--- src/rtl/lcd_defs_pkg.sv ---
// rtl/lcd_defs_pkg.sv - shared constants, state encoding and pixel types for the LCD writer
package lcd_defs;

  localparam int RED_W   = 5;
  localparam int GREEN_W = 6;
  localparam int BLUE_W  = 5;
  localparam int PIX_W   = 1 + RED_W + GREEN_W + BLUE_W;

  localparam logic [7:0] LCD_CMD_RAMWR = 8'h2C;

  localparam logic [1:0] ST_IDLE = 2'd0;
  localparam logic [1:0] ST_CMD  = 2'd1;
  localparam logic [1:0] ST_HI   = 2'd2;
  localparam logic [1:0] ST_LO   = 2'd3;

  typedef struct packed {
    logic [RED_W-1:0]   red;
    logic [GREEN_W-1:0] green;
    logic [BLUE_W-1:0]  blue;
  } rgb565_t;

  typedef struct packed {
    logic    sof;
    rgb565_t rgb;
  } pixel_t;

  function automatic logic [7:0] hi_byte(input rgb565_t p);
    return {p.red, p.green[5:3]};
  endfunction

  function automatic logic [7:0] lo_byte(input rgb565_t p);
    return {p.green[2:0], p.blue};
  endfunction

endpackage

--- src/rtl/rgb565_lcd_writer_sync_fifo.sv ---
// rtl/rgb565_lcd_writer_sync_fifo.sv - single-clock FIFO with full/empty flags
// The head entry comes straight from the storage registers so a consumer can decode it on the pop cycle.
module sync_fifo #(
  parameter int WIDTH = 17,
  parameter int DEPTH = 4
) (
  input  logic             clk,
  input  logic             rst,
  input  logic             push,
  input  logic [WIDTH-1:0] wdata,
  input  logic             pop,
  output logic [WIDTH-1:0] rdata,
  output logic             full,
  output logic             empty
);

  localparam int AW = $clog2(DEPTH);
  localparam logic [AW:0]   CNT_ONE = (AW+1)'(1);
  localparam logic [AW:0]   CNT_MAX = (AW+1)'(DEPTH);
  localparam logic [AW-1:0] PTR_ONE = AW'(1);

  logic [WIDTH-1:0] mem [DEPTH];
  logic [AW-1:0]    wr_ptr;
  logic [AW-1:0]    rd_ptr;
  logic [AW:0]      count;
  logic             do_push;
  logic             do_pop;

  assign full    = (count == CNT_MAX);
  assign empty   = (count == '0);
  assign do_push = push && !full;
  assign do_pop  = pop && !empty;
  assign rdata   = mem[rd_ptr];

  always_ff @(posedge clk) begin
    if (do_push) begin
      mem[wr_ptr] <= wdata;
    end
  end

  always_ff @(posedge clk or posedge rst) begin
    if (rst) begin
      wr_ptr <= '0;
      rd_ptr <= '0;
      count  <= '0;
    end else begin
      if (do_push) begin
        wr_ptr <= wr_ptr + PTR_ONE;
      end
      if (do_pop) begin
        rd_ptr <= rd_ptr + PTR_ONE;
      end
      case ({do_push, do_pop})
        2'b10:   count <= count + CNT_ONE;
        2'b01:   count <= count - CNT_ONE;
        default: count <= count;
      endcase
    end
  end

endmodule

--- src/rtl/rgb565_lcd_writer.sv ---
// rtl/rgb565_lcd_writer.sv - buffers RGB565 pixels and writes them to an 8080-style 8-bit LCD bus
// Frames start with the RAMWR command; every pixel is sent as a high byte then a low byte.
module rgb565_lcd_writer
  import lcd_defs::*;
#(
  parameter int FIFO_DEPTH     = 4,
  parameter int WR_LOW_CYCLES  = 2,
  parameter int WR_HIGH_CYCLES = 2
) (
  input  logic                 i_clk,
  input  logic                 i_rst,
  input  logic [RED_W-1:0]     i_red,
  input  logic [GREEN_W-1:0]   i_green,
  input  logic [BLUE_W-1:0]    i_blue,
  input  logic                 i_sof,
  input  logic                 i_valid,
  output logic                 o_ready,
  output logic [7:0]           o_lcd_data,
  output logic                 o_lcd_dc,
  output logic                 o_lcd_wr_n,
  output logic                 o_lcd_cs_n,
  output logic                 o_busy
);

  localparam int BYTE_CYCLES = WR_LOW_CYCLES + WR_HIGH_CYCLES;
  localparam int PH_W        = $clog2(BYTE_CYCLES);
  localparam logic [PH_W-1:0] PH_LAST = PH_W'(BYTE_CYCLES - 1);
  localparam logic [PH_W-1:0] PH_RISE = PH_W'(WR_LOW_CYCLES);
  localparam logic [PH_W-1:0] PH_ONE  = PH_W'(1);

  pixel_t          in_pix;
  pixel_t          head;
  rgb565_t         pix;
  logic [1:0]      state;
  logic [PH_W-1:0] phase;
  logic [PH_W-1:0] phase_nxt;
  logic            fifo_full;
  logic            fifo_empty;
  logic            fifo_push;
  logic            fifo_pop;
  logic            byte_done;

  assign in_pix    = '{sof: i_sof, rgb: '{red: i_red, green: i_green, blue: i_blue}};
  assign o_ready   = !fifo_full;
  assign fifo_push = i_valid && !fifo_full;
  assign o_busy    = !fifo_empty || (state != ST_IDLE);

  sync_fifo #(
    .WIDTH (PIX_W),
    .DEPTH (FIFO_DEPTH)
  ) u_fifo (
    .clk   (i_clk),
    .rst   (i_rst),
    .push  (fifo_push),
    .wdata (in_pix),
    .pop   (fifo_pop),
    .rdata (head),
    .full  (fifo_full),
    .empty (fifo_empty)
  );

  // A new pixel is taken either from idle or at the last clock of a LO byte, keeping cs_n low.
  always_comb begin
    byte_done = (phase == PH_LAST);
    phase_nxt = phase + PH_ONE;
    fifo_pop  = 1'b0;
    if (!fifo_empty) begin
      fifo_pop = (state == ST_IDLE) || ((state == ST_LO) && byte_done);
    end
  end

  always_ff @(posedge i_clk or posedge i_rst) begin
    if (i_rst) begin
      state      <= ST_IDLE;
      phase      <= '0;
      pix        <= '0;
      o_lcd_data <= 8'h00;
      o_lcd_dc   <= 1'b1;
      o_lcd_wr_n <= 1'b1;
      o_lcd_cs_n <= 1'b1;
    end else if (fifo_pop) begin
      pix        <= head.rgb;
      phase      <= '0;
      o_lcd_wr_n <= 1'b0;
      o_lcd_cs_n <= 1'b0;
      if (head.sof) begin
        state      <= ST_CMD;
        o_lcd_data <= LCD_CMD_RAMWR;
        o_lcd_dc   <= 1'b0;
      end else begin
        state      <= ST_HI;
        o_lcd_data <= hi_byte(head.rgb);
        o_lcd_dc   <= 1'b1;
      end
    end else if (state != ST_IDLE) begin
      if (byte_done) begin
        phase <= '0;
        case (state)
          ST_CMD: begin
            state      <= ST_HI;
            o_lcd_data <= hi_byte(pix);
            o_lcd_dc   <= 1'b1;
            o_lcd_wr_n <= 1'b0;
          end
          ST_HI: begin
            state      <= ST_LO;
            o_lcd_data <= lo_byte(pix);
            o_lcd_dc   <= 1'b1;
            o_lcd_wr_n <= 1'b0;
          end
          default: begin
            state      <= ST_IDLE;
            o_lcd_cs_n <= 1'b1;
          end
        endcase
      end else begin
        phase <= phase_nxt;
        if (phase_nxt == PH_RISE) begin
          o_lcd_wr_n <= 1'b1;
        end
      end
    end
  end

endmodule

--- config.mk ---
export PLATFORM = sky130hd
export DESIGN_NAME = rgb565_lcd_writer
export DESIGN_NICKNAME = d
export VERILOG_FILES = /design/src/rtl/lcd_defs_pkg.sv /design/src/rtl/rgb565_lcd_writer_sync_fifo.sv /design/src/rtl/rgb565_lcd_writer.sv
export SDC_FILE = /design/constraint.sdc
export NUM_CORES = 1
export LEC_CHECK = 0
export BUFFER_PORTS_ARGS = -buffer_cell sky130_fd_sc_hd__buf_2
export CAP_MARGIN = 20
export CORE_ASPECT_RATIO = 1.4
export CORE_MARGIN = 2
export CORE_UTILIZATION = 44
export DETAILED_ROUTE_END_ITERATION = 12
export GPL_ROUTABILITY_DRIVEN = 0
export PLACE_DENSITY = 0.68
export SYNTH_ARGS = -nofsm -noshare
export SYNTH_HDL_FRONTEND = slang
export SYNTH_SLANG_ARGS = --single-unit
--- constraint.sdc ---
create_clock -name i_clk -period 3.7 [get_ports i_clk]
set_input_delay 0.37 -clock i_clk [delete_from_list [all_inputs] [get_ports i_clk]]
set_output_delay 0.37 -clock i_clk [all_outputs]
set_load 0.005 [all_outputs]
### Word level (Yosys, flattened, before mapping)

Memory sizes are Yosys's and may differ from the RTL's.
Index checks and enable logic that the tools add are counted.

* memories: 1
* RAM bits: 68
* bits in registers: 38
* word-level logic and storage cells: 82
* input port bits: 20

* add/subtract/negate cells: 5
* reduce and logical (&&, ||, !) cells: 23
* mux-type cells: 31
* equal/unequal tests: 10

Memory list
* u_fifo.mem: words 4, bits a word 17, read ports 1, clocked after Yosys merged registers in 0, write ports 1, RTL line rgb565_lcd_writer_sync_fifo.sv:22 `logic [WIDTH-1:0] mem [DEPTH];`

Operators by type and width (count)
* 8-bit two-way mux: 4
* 1-bit two-way mux: 17
* 8-bit one-hot mux with 2 select lines: 1
* 2-bit two-way mux: 7
* 3-bit AND reduction: 4
* 2-bit equality test (second input constant): 5
* 2-bit nonzero test: 5
* 2-bit by 1-bit adder with 2-bit output (second input constant): 3
* 3-bit one-hot mux with 2 select lines: 1
* 3-bit nonzero test: 2
* 2-bit by 1-bit equality test with 1-bit output (second input constant): 2
* 1-bit logical AND: 4
* 2-bit one-hot mux with 2 select lines: 1
* 3-bit by 1-bit adder with 3-bit output (second input constant): 1
* 3-bit equality test (second input constant): 1
* 3-bit zero test: 1
* 3-bit by 2-bit != test with 1-bit output (second input constant): 1
* 3-bit by 1-bit subtractor with 3-bit output (second input constant): 1
* 1-bit zero test: 2
* 2-bit zero test: 1
* 1-bit logical OR: 2
* 2-bit by 1-bit != test with 1-bit output (second input constant): 1
* 2-bit AND reduction: 1
* 2-bit OR reduction: 1

### Longest topological paths before layout

Gate-level depths: netlist of the first run.

* depth in word-level cells: 7
* gate-level depth with buffers: 11
* mapped depth without buffers: 10

### Modules after synthesis

Synthesis of the first run repeated with hierarchy kept, for this count alone.

* cell total of the unflattened synthesis: 254
* area total of the unflattened synthesis: 4535.6 sq um

Modules (own cells, without submodules)
* sync_fifo: times used 1, area an instance 2925.3 sq um, cells each 127
* rgb565_lcd_writer: times used 1, area an instance 1610.3 sq um, cells each 127

### Worst setup path after synthesis of the first run

Ideal clock, no wire load.

* kind: register to register
* start: register state[0]
* end: register u_fifo.count[2]
* slack: 1.416 ns
* cell stages (with the launch flop): 12
* data arrival time: 2.205 ns
* data required time: 3.621 ns
* cells stage by stage: dfrtp_1 > inv_1 > ha_1 > a21oi_1 > nor2_4 > buf_2 > ha_1 > inv_1 > fa_1 > xor2_1 > nor2_1 > xor2_1

* cells in the longest elaborated chain, start to end: 7
* elaborated cells between the ends (all ways): 10

Ends and longest elaborated chain
* from (decl): RTL line rgb565_lcd_writer.sv:34 `logic [1:0] state;`
* from (signal assigned): RTL line rgb565_lcd_writer.sv:74 `state <= ST_IDLE;`
* from (signal assigned): RTL line rgb565_lcd_writer.sv:87 `state <= ST_CMD;`
* from (signal assigned): RTL line rgb565_lcd_writer.sv:91 `state <= ST_HI;`
* 2-bit equality test: RTL line rgb565_lcd_writer.sv:68 `fifo_pop = (state == ST_IDLE) || ((state == ST_LO) && byte_done);`
* 1-bit logical AND: RTL line rgb565_lcd_writer.sv:68
* 1-bit logical OR *: RTL line rgb565_lcd_writer.sv:68
* 1-bit two-way mux *: RTL line rgb565_lcd_writer.sv:67 `if (!fifo_empty) begin`
* 1-bit logical AND *: RTL line rgb565_lcd_writer_sync_fifo.sv:32 `assign do_pop = pop && !empty;`
* 2-bit by 1-bit equality test with 1-bit output / 2-bit equality test (equally long branches): RTL line rgb565_lcd_writer_sync_fifo.sv:53 `case ({do_push, do_pop})`
* 3-bit one-hot mux with 2 select lines / 2-bit nonzero test (equally long branches)
* to (signal assigned): RTL line rgb565_lcd_writer_sync_fifo.sv:54 `2'b10: count <= count + CNT_ONE;`
* to (signal assigned): RTL line rgb565_lcd_writer_sync_fifo.sv:55 `2'b01: count <= count - CNT_ONE;`
* to (signal assigned): RTL line rgb565_lcd_writer_sync_fifo.sv:56 `default: count <= count;`
* to (decl): RTL line rgb565_lcd_writer_sync_fifo.sv:25 `logic [AW:0] count;`

Mark *: on every way between the ends. The rest lies on a longest branch, timed or not.
A chain may end at the register's enable or synchronous reset.

### Final worst setup path of the first run

* start: register state[1]
* end: register u_fifo.count[2]

Same word-level chain as after synthesis.

==> impl_metrics.toml, run 1 <==
[pwr]
internal_power_uw = 2850
p_per_area_nw_per_um2 = 858
pwr-share-seq_pct = 44.5
leakagePower_uw = 0.00186
pwr-share-comb_pct = 35.2
power.share.clock_pct = 20.3
netSwitchingFraction_pct = 32.3
p_sw_uw = 1360
vdd_ir_drop_max_v = 0.000348

[worst_setup_path]
cp-startpoint = "state[1]"
critPathLaunchType = "register"
endpoint = "u_fifo.count[2]"
cp.arrival_ps = 2770
crit_type = "reg2reg"
slowest_stage = "dfrtp_1"
worst_setup_path_end_kind = "register"
crit_fanout = 28
slowest_delay_ps = 410
crit_chain = "inv_1 > ha_1 > a21oi_1 > nor2_4 > buf_4 > ha_1 > inv_1 > fa_1 > xor2_1 > nor2_1 > xor2_1"
crit_required_ps = 3960
r2r_slack_ps = 1190
worstRegToRegCells = 11
r2r_start = "state[1]"
timing.rr.end = "u_fifo.count[2]"

[global_route]
grt_antenna_before_repair = 0
globalRouteOverflowTotal = 0
grtUsageTotal_pct = 15.3
grt_max_degree = 39
grt_pass1_wl_um = 11900
grt_pass1_vias = 2285

[clock_tree]
cts-resized-gates = 0
ctsHtreeMaxLevel = 3
clkLatencyLatePin_ps = 340
post_cts_buffers = 0
hold_buffers = 0
clockBufferDepth = 2
clock-sinks = 106
numCtsBuffers = 9
cts_tree = "yes"
root_buffer = "clkbuf_16"
path_clk_slew_ps = 70

[final_layout]
diodes = 0
stdcell_count = 419
finalNetCount = 314
fill_cells = 795
final_cell_mix = "edfxtp_1 (68), dfrtp_1 (35), buf_2 (32), mux4_2 (17), inv_1 (13)"
final_common_cell = "edfxtp_1"
drive_gt1_share_pct = 28.2
area_growth_pct = 13.2

[sta]
slew-limit-headroom_pct = 33.0
fin_ws_ps = 1190
fin_crit_sh_pct = 67.9
setup_viol = 0
hold_slack_ps = 126
slew_viol_final = 0
fmax_mhz = 398
rsz0062_at_grt = "no"
finClkSkew_ps = 6.42
post-route-min-period_ps = 2510
tns_ps = 0
hold_viol_final = 0
tightest_slew_ps = 1010

[logic_synthesis]
synthCells = 243
synth-seq-cells = 106
synth_ff_type = "edfxtp_1"
async_flop_share_pct = 35.8
netlist_area_sq_um = 4340
avgSynthCellArea_sq_um = 17.9
synth_fp_nets = 275
synth_edf_count = 68
ys_types = 39
yosysWarnings = 0
yosysSeqAreaShare_pct = 69.1

[floorplanning]
start_util_pct = 45.6
die_w_um = 87.9
dieArea_sq_um = 10700
row_count = 42
ios = 33
die_h_um = 121
coreArea_sq_um = 9510

[place]
dp_hpwl_um = 4910
dp.cells = 403
portBuffers = 32
place_ws_ps = 1180

[run]
drv_cap = 0

[hold_path]
hold_class = "in2async"

[drt]
wl_um = 7270
first_iter_violations = 110
drc_errors = 0
drt-pass1-iter-count = 4
viasPerCell = 5.17
final_antenna_net_count = 0
wl_per_cell_um = 17.4
num_vias = 2165

[outcome]
outcome = "complete, no violations"
==> logic make-up after synthesis <==
group	Yosys count	share of synthesized area (%)
fa+ha+maj	12	3.63
buf+inv	22	2.31
compound gates	27	5.25
mux	42	15.1
xor+xnor	6	1.21
flops	106	69.1
simple gates	28	3.43
==> power by group through the flow <==
stage	combinational, uW	sequential [uW]	clock, uW
after floorplan	1190	1810	0
after global placement	1470	1890	0
after detailed placement	1500	1910	0
after CTS	1510	1880	882
after global routing	1640	1920	920
final	1480	1880	856
==> Yosys cell counts, drive strengths merged (2+ instances only) <==
cell type  count  area, sq um
and3           4         25.0
nor3           2         20.0
nand2          4         15.0
o21a           6         45.0
mux2i          8         80.1
a221o          5         50.1
mux2          17          191
xor2           3         26.3
buf            7         43.8
ha            11          138
a31oi          2         12.5
inv           13         48.8
nand3          2         10.0
dfstp          3         78.8
xnor2          3         26.3
mux4          17          383
dfrtp         35          876
o21ai          5         36.3
nor2          13         56.3
edfxtp        68         2040
a211o          3         26.3
==> sequential cells by signal (all words and copies together) (netlist names) <==
register and cells:
o_lcd_data 8, u_fifo.wr_ptr 2, o_lcd_cs_n 1, o_lcd_dc 1, u_fifo.rd_ptr 2, u_fifo.count 3, u_fifo.mem 68, o_lcd_wr_n 1
phase 2, pix 16, state 2
==> critical path, delay by kind of cell (launching register included) <==
family	cells	cell delay, ps
AO/OA/AOI/OAI	1	120
XOR/XNOR	2	310
adder cells (fa/ha/maj)	3	850
buffers and inverters	3	510
flip-flops	1	410
AND/OR/NAND/NOR	2	230
==> stage by stage <==
| step | area [sq um] | utilization (%) | total power [uW] |
|---|---|---|---|
| 2_1_floorplan | 4340 | - | 3000 |
| 3_3_place_gp | 4650 | 48.8 | 3360 |
| 4_1_cts | 4910 | 51.6 | 4280 |
| 3_5_place_dp | 4650 | 48.8 | 3410 |
| 6_report | 4910 | 51.6 | 4220 |
| 5_1_grt | 4910 | 51.6 | 4480 |
==> routing by layer <==
metal  up-vias  wire, um  GRT usage [%]
met5         -         0              0
met4         0       134           5.77
met3         9       197           4.01
met2        34      3820           25.4
met1      1116      3120           18.9
li1       1006         -              -
==> layout make-up <==
class	instances	area [sq um]	share of cell area [%]
clock buffers	13	240	4.89
clock inverters	3	25.0	0.510
inverters	14	52.6	1.07
multi-input cells	115	1240	25.3
flip-flops and latches	106	3000	61.0
well taps	132	165	3.36
repair buffers	36	190	3.87
==> worst min-delay path by stage <==
stage                             start         endpoint  slack (ps)  cells after the start
final                             i_rst  u_fifo.count[0]         130                      3
after global routing              i_rst  u_fifo.count[0]         170                      3
after CTS                         i_rst           pix[8]         150                      3
after detailed placement  o_lcd_data[3]    o_lcd_data[3]         480                      1
after global placement          pix[15]          pix[15]         470                      1
after floorplan                 pix[13]          pix[13]         460                      1
Note: power is estimated with default switching activity, not from simulation.
==> inputs of run 2 (changes only) <==
--- a/config.mk
+++ b/config.mk
@@ -5,6 +5,7 @@
 export SDC_FILE = /design/constraint.sdc
 export NUM_CORES = 1
 export LEC_CHECK = 0
+export ABC_AREA = 1
 export BUFFER_PORTS_ARGS = -buffer_cell sky130_fd_sc_hd__buf_2
 export CAP_MARGIN = 20
 export CORE_ASPECT_RATIO = 1.4
==> constraint.sdc (replaced) <==
create_clock -name i_clk -period 2.4 [get_ports i_clk]
set_input_delay 0.24 -clock i_clk [delete_from_list [all_inputs] [get_ports i_clk]]
set_output_delay 0.24 -clock i_clk [all_outputs]
set_load 0.005 [all_outputs]
==> run 2 against run 1 <==
- the flow now finishes with violations (hold timing)
- clock skew rose by 3.3 ps
- flip-flop and latch count is the same
- utilization decreased by 1.1 points
- sequential power grew 48%
- die area up 7.7%
- synthesized cell count rose by 88%
- final cell count is 52% higher
- clock power increased by 52%
- maximum frequency up 23%
- first-iteration DRC count is 77% higher
- combinational power increased by 93%
==> impl_metrics.toml, run 2 <==
[outcome]
outcome = "finished with violations"
violations = "hold timing"

[global_route]
grt_max_degree = 39
grt_pass1_wl_um = 14800
grt_pass1_vias = 3162
globalRouteOverflowTotal = 0
grt_antenna_before_repair = 0
grtUsageTotal_pct = 16.4

[logic_synthesis]
synth_top_area_share_pct = 43.6
muxShareOfSynthArea_pct = 0
synth_top_family_by_area = "simple AND/OR/NAND/NOR gates"
avgSynthCellArea_sq_um = 10.3
async_flop_share_pct = 35.8
synthSimpleGateAreaFrac_pct = 19.0
synthCells = 456
synth_fp_nets = 488
ys_types = 32
synth_most_common_cell = "nand2_1"
netlist_area_sq_um = 4690
synth-seq-cells = 106
synth_edf_count = 68
synth_xor_area_share_pct = 0.747
synth_ff_type = "edfxtp_1"
synth_compound_area_share_pct = 5.21
yosys.area.top_type = "edfxtp_1"
ys_top_cells_by_area = "edfxtp_1 (44%), dfrtp_1 (19%), nand2_1 (10%), inv_1 (4.3%), o21ai_0 (3.4%)"
yosysWarnings = 0
synthTopCellsByCount = "nand2_1 (130), edfxtp_1 (68), inv_1 (54)"
yosysSeqAreaShare_pct = 63.9
synthAdderAreaFrac_pct = 3.36

[worst_setup_path]
crit_required_ps = 2620
r2r_slack_ps = 360
critPathLaunchType = "register"
worst_setup_path_end_kind = "register"
crit_type = "reg2reg"
worstRegToRegCells = 12
crit_fanout = 3
cp.arrival_ps = 2260
timing.rr.end = "u_fifo.count[2]"
r2r_start = "state[0]"

[drt]
drc_errors = 0
wl_um = 8560
first_iter_violations = 195
wl_per_cell_um = 13.5
viasPerCell = 4.80
num_vias = 3053
final_antenna_net_count = 0
drt-pass1-iter-count = 4

[sta]
post-route-min-period_ps = 2040
fin_ws_ps = 364
fin_crit_sh_pct = 84.8
rsz0062_at_grt = "no"
hold_slack_ps = -11.3
finClkSkew_ps = 9.69
slew-limit-headroom_pct = 68.4
hold_viol_final = 6
tns_ps = 0
slew_viol_final = 0
tightest_slew_ps = 474
fmax_mhz = 491
setup_viol = 0

[floorplanning]
dieArea_sq_um = 11500
start_util_pct = 45.3
ios = 33
die_w_um = 91.2
row_count = 44
coreArea_sq_um = 10300
die_h_um = 126

[final_layout]
area_growth_pct = 11.6
drive_gt1_share_pct = 15.1
fill_cells = 955
largest_register_ffs = 68
stdcell_area_sq_um = 5230
final_cell_mix = "nand2_1 (130), edfxtp_1 (68), inv_1 (54), nor2_1 (40), dfrtp_1 (35)"
reg.largest.list = "u_fifo.mem: 68 flops, pix: 16 flops, o_lcd_data: 8 flops"
diodes = 0
final_common_cell = "nand2_1"
finalNetCount = 525
regMostFlops = "u_fifo.mem"

[clock_tree]
clock-sinks = 106
clkLatencyLatePin_ps = 340
cts-resized-gates = 0
post_cts_buffers = 0
clockBufferDepth = 2
root_buffer = "clkbuf_16"
cts_tree = "yes"
numCtsBuffers = 9
ctsHtreeMaxLevel = 3
path_clk_slew_ps = 70
hold_buffers = 0

[pwr]
vdd_ir_drop_max_v = 0.000484
pwr-share-comb_pct = 41.2
power.share.clock_pct = 18.7
leakagePower_uw = 0.00236
p_sw_uw = 2730
p_per_area_nw_per_um2 = 1330
pwr-share-seq_pct = 40.1
internal_power_uw = 4210
netSwitchingFraction_pct = 39.4

[place]
portBuffers = 32
dp_hpwl_um = 5620
place_ws_ps = 328
placed_cell_area_sq_um = 4970

[run]
drv_cap = 0

[hold_path]
hold_class = "in2async"
==> run 2: cell count changes in the layout (fill, tap and decap cells not counted), moves of 5 or more <==
cell | previous run | this run
nand3_1 | 2 | 29
mux2_2 | 8 | 0
o21ai_0 | 2 | 32
buf_4 | 4 | 10
a221o_1 | 5 | 0
inv_1 | 13 | 54
o21a_1 | 6 | 1
mux2i_1 | 8 | 0
inv_2 | 0 | 5
mux2_1 | 9 | 0
mux4_2 | 17 | 0
nand2_1 | 4 | 130
nor2_1 | 12 | 40
==> run 2: power groups by stage <==
stage                     Combinational [uW]  Sequential, uW  Clock (uW)
after floorplan                         2300            2760           0
after global placement                  2790            2800           0
after detailed placement                2870            2830           0
after CTS                               2890            2790        1340
after global routing                    3350            2850        1390
final                                   2860            2790        1300
==> run 2: area by class of cell <==
type / instances / area [sq um] / share of cell area [%]
sequential: 106 / 3000 / 57.3
multi-input combinational: 273 / 1330 / 25.4
clock buffer: 10 / 229 / 4.38
timing repair buffer: 42 / 235 / 4.50
inverter: 61 / 236 / 4.52
tap: 138 / 173 / 3.30
clock inverter: 6 / 35.0 / 0.670
==> run 2: metal layers <==
metal | vias up | track usage [%] | routed length (um)
met5 | - | 0 | 0
met4 | 0 | 6.24 | 72
met3 | 4 | 3.23 | 239
met2 | 50 | 29.4 | 4620
met1 | 1459 | 19.2 | 3630
li1 | 1540 | - | -
==> run 2: cell families (layout without fill, tap and decap cells) <==
logic type / after synthesis / in the layout
AO/OA/AOI/OAI: 46 / 46
XOR/XNOR: 4 / 4
adder cells (fa/ha/maj): 12 / 12
buffers and inverters: 77 / 119
flip-flops: 106 / 106
AND/OR/NAND/NOR: 211 / 211
==> run 2: how the worst max path moves through the flow <==
stage	endpoint	slack (ps)	from
after global routing	u_fifo.count[2]	220	state[1]
after floorplan	u_fifo.count[2]	230	state[0]
final	u_fifo.count[2]	360	state[0]
after global placement	u_fifo.count[2]	410	state[0]
after detailed placement	u_fifo.count[2]	330	state[1]
after CTS	u_fifo.count[2]	340	state[1]
==> run 2: per-stage QoR <==
step                      util [%]  cells  total power, uW  hold WS (ps)
after global placement        48.0    620             5580           374
after CTS                     50.5    636             7020          7.71
after floorplan                  -    456             5060           339
after global routing          50.5    636             7580          66.7
after detailed placement      48.0    620             5690           382
final                         50.5    636             6950         -11.3
==> run 2: critical path, stage by stage, from the launching register on <==
cell     delay (ps)
dfrtp_1         410
inv_1           110
ha_1            150
inv_1            60
nand2_1         110
nand2_4          70
inv_4            50
ha_1            130
inv_1            70
fa_1            380
a21oi_1         140
o21ai_0         100
xor2_1          150
